===== src/rtl/if_fetch_unit_if.sv =====
// Instruction-memory port of the fetch unit.
// Request channel: valid/ready. Response channel: valid only, with no backpressure.
// master = fetch unit side, slave = instruction memory side.
interface if_fetch_unit_if;

    logic        imem_req_valid;
    logic [31:0] imem_req_addr;
    logic        imem_req_ready;
    logic        imem_rsp_valid;
    logic [31:0] imem_rsp_data;

    modport master (
        output imem_req_valid,
        output imem_req_addr,
        input  imem_req_ready,
        input  imem_rsp_valid,
        input  imem_rsp_data
    );

    modport slave (
        input  imem_req_valid,
        input  imem_req_addr,
        output imem_req_ready,
        output imem_rsp_valid,
        output imem_rsp_data
    );

endinterface : if_fetch_unit_if


===== src/rtl/if_fetch_unit.sv =====
// if_fetch_unit: instruction-fetch stage of the RV32 pipeline and producer side
// of the IF/ID register. It keeps one fetch outstanding, holds the IF/ID bundle
// under stall using a one-entry skid, and squashes wrong-path fetches on redirect.
//
// Optional feature macro: IFETCH_MISALIGN_CHK_EN
//   defined   : a misaligned redirect target raises fetch_misalign. Fetching
//               then stays parked until an aligned redirect or reset.
//   undefined : fetch_misalign is tied low. Redirect targets are word-aligned
//               by clearing the two low bits.
module if_fetch_unit #(
    parameter logic [31:0] RESET_PC = 32'h0000_0000
) (
    input  logic                  clock,
    input  logic                  reset,
    if_fetch_unit_if.master       imem,
    input  logic                  stall_i,
    input  logic                  redirect_valid,
    input  logic [31:0]           redirect_pc,
    output logic                  if_valid,
    output logic [31:0]           if_pc,
    output logic [31:0]           if_instr,
    output logic                  fetch_misalign
);

    // Fetch FSM encoding.
    localparam logic [1:0] ST_REQ  = 2'd0;  // presenting a request
    localparam logic [1:0] ST_WAIT = 2'd1;  // one request outstanding
    localparam logic [1:0] ST_FULL = 2'd2;  // output slot busy, skid holds next bundle

    localparam logic [31:0] NOP_INSTR = 32'h0000_0013;  // addi x0, x0, 0

    // Sequential PC increment. Wraps modulo 2^32.
    function automatic logic [31:0] next_word_addr(input logic [31:0] addr);
        return addr + 32'd4;
    endfunction

    // State registers and their next-state values.
    logic [1:0]  state_q,      state_d;
    logic [31:0] pc_q,         pc_d;
    logic [31:0] req_pc_q,     req_pc_d;
    logic        drop_q,       drop_d;
    logic [31:0] skid_pc_q,    skid_pc_d;
    logic [31:0] skid_instr_q, skid_instr_d;
    logic        valid_q,      valid_d;
    logic [31:0] out_pc_q,     out_pc_d;
    logic [31:0] out_instr_q,  out_instr_d;

    // Decoded controls.
    logic        req_valid_s;
    logic        fire_s;
    logic        consume_s;
    logic        slot_free_s;
    logic        park_s;
    logic [31:0] redirect_tgt_s;

`ifdef IFETCH_MISALIGN_CHK_EN
    logic        misalign_q, misalign_d;
    logic        misalign_tgt_s;

    assign misalign_tgt_s = (redirect_pc[1:0] != 2'b00);
    assign redirect_tgt_s = redirect_pc;
    assign park_s         = misalign_q;

    // Misalign flag follows the alignment of the most recent redirect target.
    always_comb begin
        misalign_d = misalign_q;
        if (redirect_valid) begin
            misalign_d = misalign_tgt_s;
        end else begin
            misalign_d = misalign_q;
        end
    end

    // Misalign flag register.
    always_ff @(posedge clock) begin
        if (reset) begin
            misalign_q <= 1'b0;
        end else begin
            misalign_q <= misalign_d;
        end
    end

    assign fetch_misalign = misalign_q;
`else
    assign redirect_tgt_s = redirect_pc & 32'hFFFF_FFFC;
    assign park_s         = 1'b0;
    assign fetch_misalign = 1'b0;
`endif

    // The request decodes directly from state and pc. It is held low during
    // reset and while parked on a misaligned target.
    assign req_valid_s         = (state_q == ST_REQ) && !reset && !park_s;
    assign imem.imem_req_valid = req_valid_s;
    assign imem.imem_req_addr  = pc_q;

    assign fire_s      = req_valid_s && imem.imem_req_ready;
    assign consume_s   = valid_q && !stall_i;
    assign slot_free_s = !valid_q || consume_s;

    // Next-state logic. A redirect overrides stall, consume and responses.
    always_comb begin
        state_d      = state_q;
        pc_d         = pc_q;
        req_pc_d     = req_pc_q;
        drop_d       = drop_q;
        skid_pc_d    = skid_pc_q;
        skid_instr_d = skid_instr_q;
        valid_d      = valid_q;
        out_pc_d     = out_pc_q;
        out_instr_d  = out_instr_q;

        if (redirect_valid) begin
            pc_d    = redirect_tgt_s;
            valid_d = 1'b0;
            case (state_q)
                ST_WAIT: begin
                    if (imem.imem_rsp_valid) begin
                        // The in-flight response lands now and is thrown away.
                        drop_d  = 1'b0;
                        state_d = ST_REQ;
                    end else begin
                        // The response is still coming and must be swallowed.
                        drop_d  = 1'b1;
                        state_d = ST_WAIT;
                    end
                end
                ST_REQ: begin
                    if (fire_s) begin
                        // The old-pc request leaves this cycle, so squash its response.
                        req_pc_d = pc_q;
                        drop_d   = 1'b1;
                        state_d  = ST_WAIT;
                    end else begin
                        drop_d  = 1'b0;
                        state_d = ST_REQ;
                    end
                end
                ST_FULL: begin
                    // The skid content is wrong-path. Leaving FULL discards it.
                    drop_d  = 1'b0;
                    state_d = ST_REQ;
                end
                default: begin
                    drop_d  = 1'b0;
                    state_d = ST_REQ;
                end
            endcase
        end else begin
            if (consume_s) begin
                valid_d = 1'b0;
            end else begin
                valid_d = valid_q;
            end

            case (state_q)
                ST_REQ: begin
                    if (fire_s) begin
                        req_pc_d = pc_q;
                        pc_d     = next_word_addr(pc_q);
                        state_d  = ST_WAIT;
                    end else begin
                        state_d = ST_REQ;
                    end
                end
                ST_WAIT: begin
                    if (!imem.imem_rsp_valid) begin
                        state_d = ST_WAIT;
                    end else if (drop_q) begin
                        drop_d  = 1'b0;
                        state_d = ST_REQ;
                    end else if (slot_free_s) begin
                        out_pc_d    = req_pc_q;
                        out_instr_d = imem.imem_rsp_data;
                        valid_d     = 1'b1;
                        state_d     = ST_REQ;
                    end else begin
                        skid_pc_d    = req_pc_q;
                        skid_instr_d = imem.imem_rsp_data;
                        state_d      = ST_FULL;
                    end
                end
                ST_FULL: begin
                    if (consume_s) begin
                        out_pc_d    = skid_pc_q;
                        out_instr_d = skid_instr_q;
                        valid_d     = 1'b1;
                        state_d     = ST_REQ;
                    end else begin
                        state_d = ST_FULL;
                    end
                end
                default: begin
                    state_d = ST_REQ;
                end
            endcase
        end
    end

    // State and IF/ID output registers with synchronous reset.
    always_ff @(posedge clock) begin
        if (reset) begin
            state_q      <= ST_REQ;
            pc_q         <= RESET_PC;
            req_pc_q     <= 32'h0000_0000;
            drop_q       <= 1'b0;
            skid_pc_q    <= 32'h0000_0000;
            skid_instr_q <= NOP_INSTR;
            valid_q      <= 1'b0;
            out_pc_q     <= 32'h0000_0000;
            out_instr_q  <= NOP_INSTR;
        end else begin
            state_q      <= state_d;
            pc_q         <= pc_d;
            req_pc_q     <= req_pc_d;
            drop_q       <= drop_d;
            skid_pc_q    <= skid_pc_d;
            skid_instr_q <= skid_instr_d;
            valid_q      <= valid_d;
            out_pc_q     <= out_pc_d;
            out_instr_q  <= out_instr_d;
        end
    end

    assign if_valid = valid_q;
    assign if_pc    = out_pc_q;
    assign if_instr = out_instr_q;

endmodule : if_fetch_unit


===== src/flat_wrapper.sv =====
// flat-port wrapper written by rule: the top's interface ports become plain ports
module if_fetch_unit_flat 
#(
    parameter logic [31:0] RESET_PC = 32'h0000_0000
)
  (clock, reset, stall_i, redirect_valid, redirect_pc, if_valid, if_pc, if_instr, fetch_misalign, imem_imem_req_valid, imem_imem_req_addr, imem_imem_req_ready, imem_imem_rsp_valid, imem_imem_rsp_data);
  if_fetch_unit_if imem_i ();
  input  logic clock;
  input  logic reset;
  input  logic stall_i;
  input  logic redirect_valid;
  input  logic [31:0] redirect_pc;
  output logic if_valid;
  output logic [31:0] if_pc;
  output logic [31:0] if_instr;
  output logic fetch_misalign;
  output wire logic [$bits(imem_i.imem_req_valid)-1:0] imem_imem_req_valid;
  output wire logic [$bits(imem_i.imem_req_addr)-1:0] imem_imem_req_addr;
  input wire logic [$bits(imem_i.imem_req_ready)-1:0] imem_imem_req_ready;
  input wire logic [$bits(imem_i.imem_rsp_valid)-1:0] imem_imem_rsp_valid;
  input wire logic [$bits(imem_i.imem_rsp_data)-1:0] imem_imem_rsp_data;
  assign imem_imem_req_valid = imem_i.imem_req_valid;
  assign imem_imem_req_addr = imem_i.imem_req_addr;
  assign imem_i.imem_req_ready = imem_imem_req_ready;
  assign imem_i.imem_rsp_valid = imem_imem_rsp_valid;
  assign imem_i.imem_rsp_data = imem_imem_rsp_data;
  if_fetch_unit #(.RESET_PC(RESET_PC)) u_core (.clock(clock), .reset(reset), .imem(imem_i), .stall_i(stall_i), .redirect_valid(redirect_valid), .redirect_pc(redirect_pc), .if_valid(if_valid), .if_pc(if_pc), .if_instr(if_instr), .fetch_misalign(fetch_misalign));
endmodule

===== config.mk =====
export PLATFORM = sky130hd
export DESIGN_NAME = if_fetch_unit_flat
export DESIGN_NICKNAME = d
export VERILOG_FILES = /design/src/rtl/if_fetch_unit_if.sv /design/src/rtl/if_fetch_unit.sv /design/src/flat_wrapper.sv
export SDC_FILE = /design/constraint.sdc
export NUM_CORES = 1
export LEC_CHECK = 0
export BUFFER_PORTS_ARGS = -buffer_cell sky130_fd_sc_hd__buf_2
export CAP_MARGIN = 10
export CORE_ASPECT_RATIO = 1.4
export CORE_MARGIN = 1.5
export CORE_UTILIZATION = 51
export CTS_BUF_LIST = sky130_fd_sc_hd__clkbuf_4
export CTS_CLUSTER_SIZE = 8
export DETAILED_ROUTE_END_ITERATION = 16
export GPL_ROUTABILITY_DRIVEN = 1
export PLACE_DENSITY = 0.78
export SETUP_SLACK_MARGIN = 0.3
export SLEW_MARGIN = 20
export SYNTH_ARGS = -nofsm -noshare
export SYNTH_HDL_FRONTEND = slang
export SYNTH_SLANG_ARGS = --single-unit
export TNS_END_PERCENT = 10

===== constraint.sdc =====
create_clock -name clock -period 1.9 [get_ports clock]
set_input_delay 0.285 -clock clock [delete_from_list [all_inputs] [get_ports clock]]
set_output_delay 0.285 -clock clock [all_outputs]
set_load 0.02 [all_outputs]

==> impl_metrics.csv <==
group,metric,value,unit
sta,worstMarginPinSlew,0.6765,ns
yosys,avgSynthCellArea,8.484,um^2
final_layout,syn_to_final_growth,40.96,%
detailed_routing,routed_wl,26130,um
yosys,ys_warn_count,0,
critical_path,crit_start,"u_core.state_q[0]$_SDFF_PP0_",
critical_path,crit_path_end_kind,"flip-flop",
yosys,syn_area,8060,um^2
global_routing,top_usage_layer,"met2",
sta,final_max_slew_viol_count,0,
global_routing,grt_use_total,0.2741,
floorplan,die_area,16580,um^2
critical_path,worstPathArrival,2.40,ns
final_layout,nets,1271,
detailed_routing,drt_iter0_markers,771,
yosys,synth-simple-area-share,0.1787,
yosys,ys_seq_area_frac,0.4669,
placed_design,place_hpwl,13750,um
yosys,synth_cell_types,56,
detailed_routing,vias_per_cell,5.950,
job,cap_violations,0,
yosys,synth_area_leaders,"dfxtp_1, nand2_1, a21oi_1",
critical_path,startpoint_type,"flip-flop",
pwr,peakVddDrop,0.4661,mV
sta,fin_crit_sh,1.020,
global_routing,antenna_found_initial,1,
floorplan,dieHeight,151.7,um
critical_path,cp.required,2.37,ns
clocking,clkTransAtPathRegs,0.16,ns
placed_design,place.gp.congestion,0.9004,
min_path,worstHoldPathCells,3,
detailed_routing,wire_per_inst,18.57,um
yosys,synth_top_flop_cell,"dfxtp_1",
global_routing,grtUsageMet3,0.05218,
critical_path,rr_endpoint,"u_core.if_instr[6]$_SDFFE_PP0P_",
yosys,synth_compound_area_frac,0.2088,
yosys,netlist.area_leader.share,0.4669,
clocking,numCtsBuffers,17,
final_layout,finish.utilization,0.7312,
sta,slew-limit-headroom,0.5490,
critical_path,cp_max_fo,7,
clocking,cts.sinks,188,
global_routing,grt_first_pass_wirelength,35960,um
yosys,async_flop_share,0,
sta,setup_viol,1,
clocking,clk_latency,0.57,ns
sta,period_minus_slack,1.938,ns
critical_path,rrSetupSlack,-0.04,ns
min_path,worstHoldStart,"redirect_pc[3]",
yosys,synthCells,950,
global_routing,gr-usage-met1,0.3264,
final_layout,layout-drive-gt1-share,0.3284,
min_path,hold_end,"u_core.imem.imem_req_addr[3]$_SDFFE_PP0P_",
clocking,cts_tree,"built",
floorplan,fp.dieW,109.3,um
yosys,synth.most_common_cell,"nand2_1",
clocking,cts_buffer_depth,2,
sta,rsz0062_at_grt,"true",
yosys,muxShareOfSynthArea,0.07699,
critical_path,path_class,"reg -> reg",
global_routing,grt_util_met2,0.4819,
sta,timing.fmax,515.9,MHz
pwr,power_leakage,4.265,nW
floorplan,ios,169,
detailed_routing,dr_total_vias,8371,
floorplan,core,15540,um^2
clocking,htreeDepth,4,
pwr,power.density,688.1,nW/um^2
yosys,synth_commonest_cells,"nand2_1, dfxtp_1, a21oi_1, a211oi_1, clkbuf_1",
global_routing,grt_pass1_vias,7373,
floorplan,num_rows,54,
global_routing,gr-total-overflow,0,
critical_path,reg2reg_depth,8,
floorplan,initial_core_util,0.5187,
yosys,synth_top_cell_by_area,"dfxtp_1",
pwr,power,7.818,mW
placed_design,numPortBuffers,161,
yosys,synthAdderAreaFrac,0.007762,
detailed_routing,drtAntennaViolNets,0,
yosys,synth_top_family_by_area,"compound AO/OA/AOI/OAI gates",
yosys,synth_xor_area_frac,0.01304,
sta,clock_skew,0.03479,ns
critical_path,reg2reg_from,"u_core.state_q[0]$_SDFF_PP0_",
sta,finalHoldViolCount,0,
detailed_routing,drcViolationCount,0,
detailed_routing,firstDrtPassIters,7,
min_path,min_path_type,"in -> reg",
run_status,status,"finished with violations",
yosys,synth-seq-cells,188,
global_routing,grt_max_degree,108,
clocking,cts_root_buffer,"clkbuf_4",
yosys,synth_edf_count,0,
run_status,violations,"setup timing",
sta,fin_ws,-0.03818,ns
[registers in the layout (all words and copies together) (netlist names)]
| register | cells |
|---|---|
| u_core.drop_q | 1 |
| u_core.if_pc | 30 |
| u_core.if_valid | 1 |
| u_core.skid_pc_q | 30 |
| u_core.imem.imem_req_addr | 30 |
| u_core.if_instr | 32 |
| u_core.req_pc_q | 30 |
| u_core.state_q | 2 |
| u_core.skid_instr_q | 32 |
[kinds of logic after synthesis]
logic type | Yosys count
AO/OA/AOI/OAI | 272
AND/OR/NAND/NOR | 314
multiplexers | 62
adder cells (fa/ha/maj) | 5
XOR/XNOR | 12
flip-flops | 188
other | 1
buffers and inverters | 96
[metal layers]
metal	up-vias	wire (um)
li1	3896	-
met1	3948	10000
met2	441	13270
met3	86	1821
met4	0	1037
met5	-	0
[cells in the final DEF (no fill, tap or decap), types with 5 or more instances in the layout]
| master | n |
|---|---|
| nand2_1 | 198 |
| dfxtp_1 | 161 |
| buf_2 | 147 |
| a21oi_1 | 133 |
| mux2i_1 | 61 |
| dlygate4sd3_1 | 59 |
| a211oi_1 | 54 |
| buf_4 | 53 |
| buf_6 | 28 |
| a211oi_2 | 21 |
| nor2_1 | 19 |
| clkbuf_4 | 17 |
| dfxtp_4 | 14 |
| nand3_1 | 13 |
| dfxtp_2 | 13 |
| nand4_1 | 12 |
| a21oi_2 | 11 |
| buf_12 | 11 |
| and4_1 | 10 |
| nor3_1 | 10 |
| inv_1 | 8 |
| o21ai_0 | 8 |
| buf_16 | 7 |
| a21oi_4 | 6 |
| xnor2_1 | 6 |
| xor2_1 | 6 |
| conb_1 | 5 |
[power by group]
group | leakage [nW] | internal [mW] | switching [mW] | total [mW]
Combinational | 2.58 | 0.618 | 0.812 | 1.43
Sequential | 1.54 | 4.10 | 0.125 | 4.22
Clock | 0.145 | 0.694 | 1.47 | 2.17
Total | 4.27 | 5.41 | 2.41 | 7.82
[through the flow]
step	hold slack (ns)	TNS, ns	worst slack [ns]	area [um^2]	std cells
4_1_cts	0.01269	0	0.05915	10740	1394
6_report	0.07316	-0.03818	-0.03818	11360	1407
3_5_place_dp	0.4463	-0.01898	-0.01898	9465	1275
2_1_floorplan	0.4092	0	0.01851	8265	954
5_1_grt	0.02508	-0.4348	-0.1190	11360	1406
3_3_place_gp	0.4409	0	0.04526	9465	1275
[worst max path at each step]
stage / end / cells past startpoint / slack [ns]
after global placement: u_core.imem.imem_req_addr[31]$_SDFFE_PP0P_ / 6 / 0.05
after global routing: u_core.if_instr[6]$_SDFFE_PP0P_ / 8 / -0.12
final: u_core.if_instr[6]$_SDFFE_PP0P_ / 8 / -0.04
after floorplan: u_core.imem.imem_req_addr[31]$_SDFFE_PP0P_ / 5 / 0.02
after detailed placement: u_core.imem.imem_req_addr[31]$_SDFFE_PP0P_ / 6 / -0.02
after CTS: u_core.imem.imem_req_addr[31]$_SDFFE_PP0P_ / 4 / 0.06
[repair_timing]
action                                  in CTS  in global routing
pin swaps                                   16                 80
gates resized for setup                     18                127
buffers inserted                            22                  7
hold buffers                                59                  0
cloned                                       6                  4
endpoints found under the setup margin     139                171
hold endpoints to repair                    59                  0
[worst max-delay path, cell delays in order (launching register included)]
cell and delay [ns]:
dfxtp_2 0.36, inv_2 0.05, buf_4 0.13, ha_4 0.17
a211oi_4 0.34, buf_6 0.20, buf_6 0.16, a21oi_1 0.11
a211oi_1 0.32
[cell type report]
cell class              instances  area, um^2
diodes                          2       5.005
clock buffers                  17       127.6
clock inverters                15       156.4
fillers                      1110        4178
inverters                      11       41.29
multi-input cells             670        4427
flip-flops and latches        188        3832
well taps                     196       245.2
repair buffers                308        2527
Power figures use the tool's default switching activity.
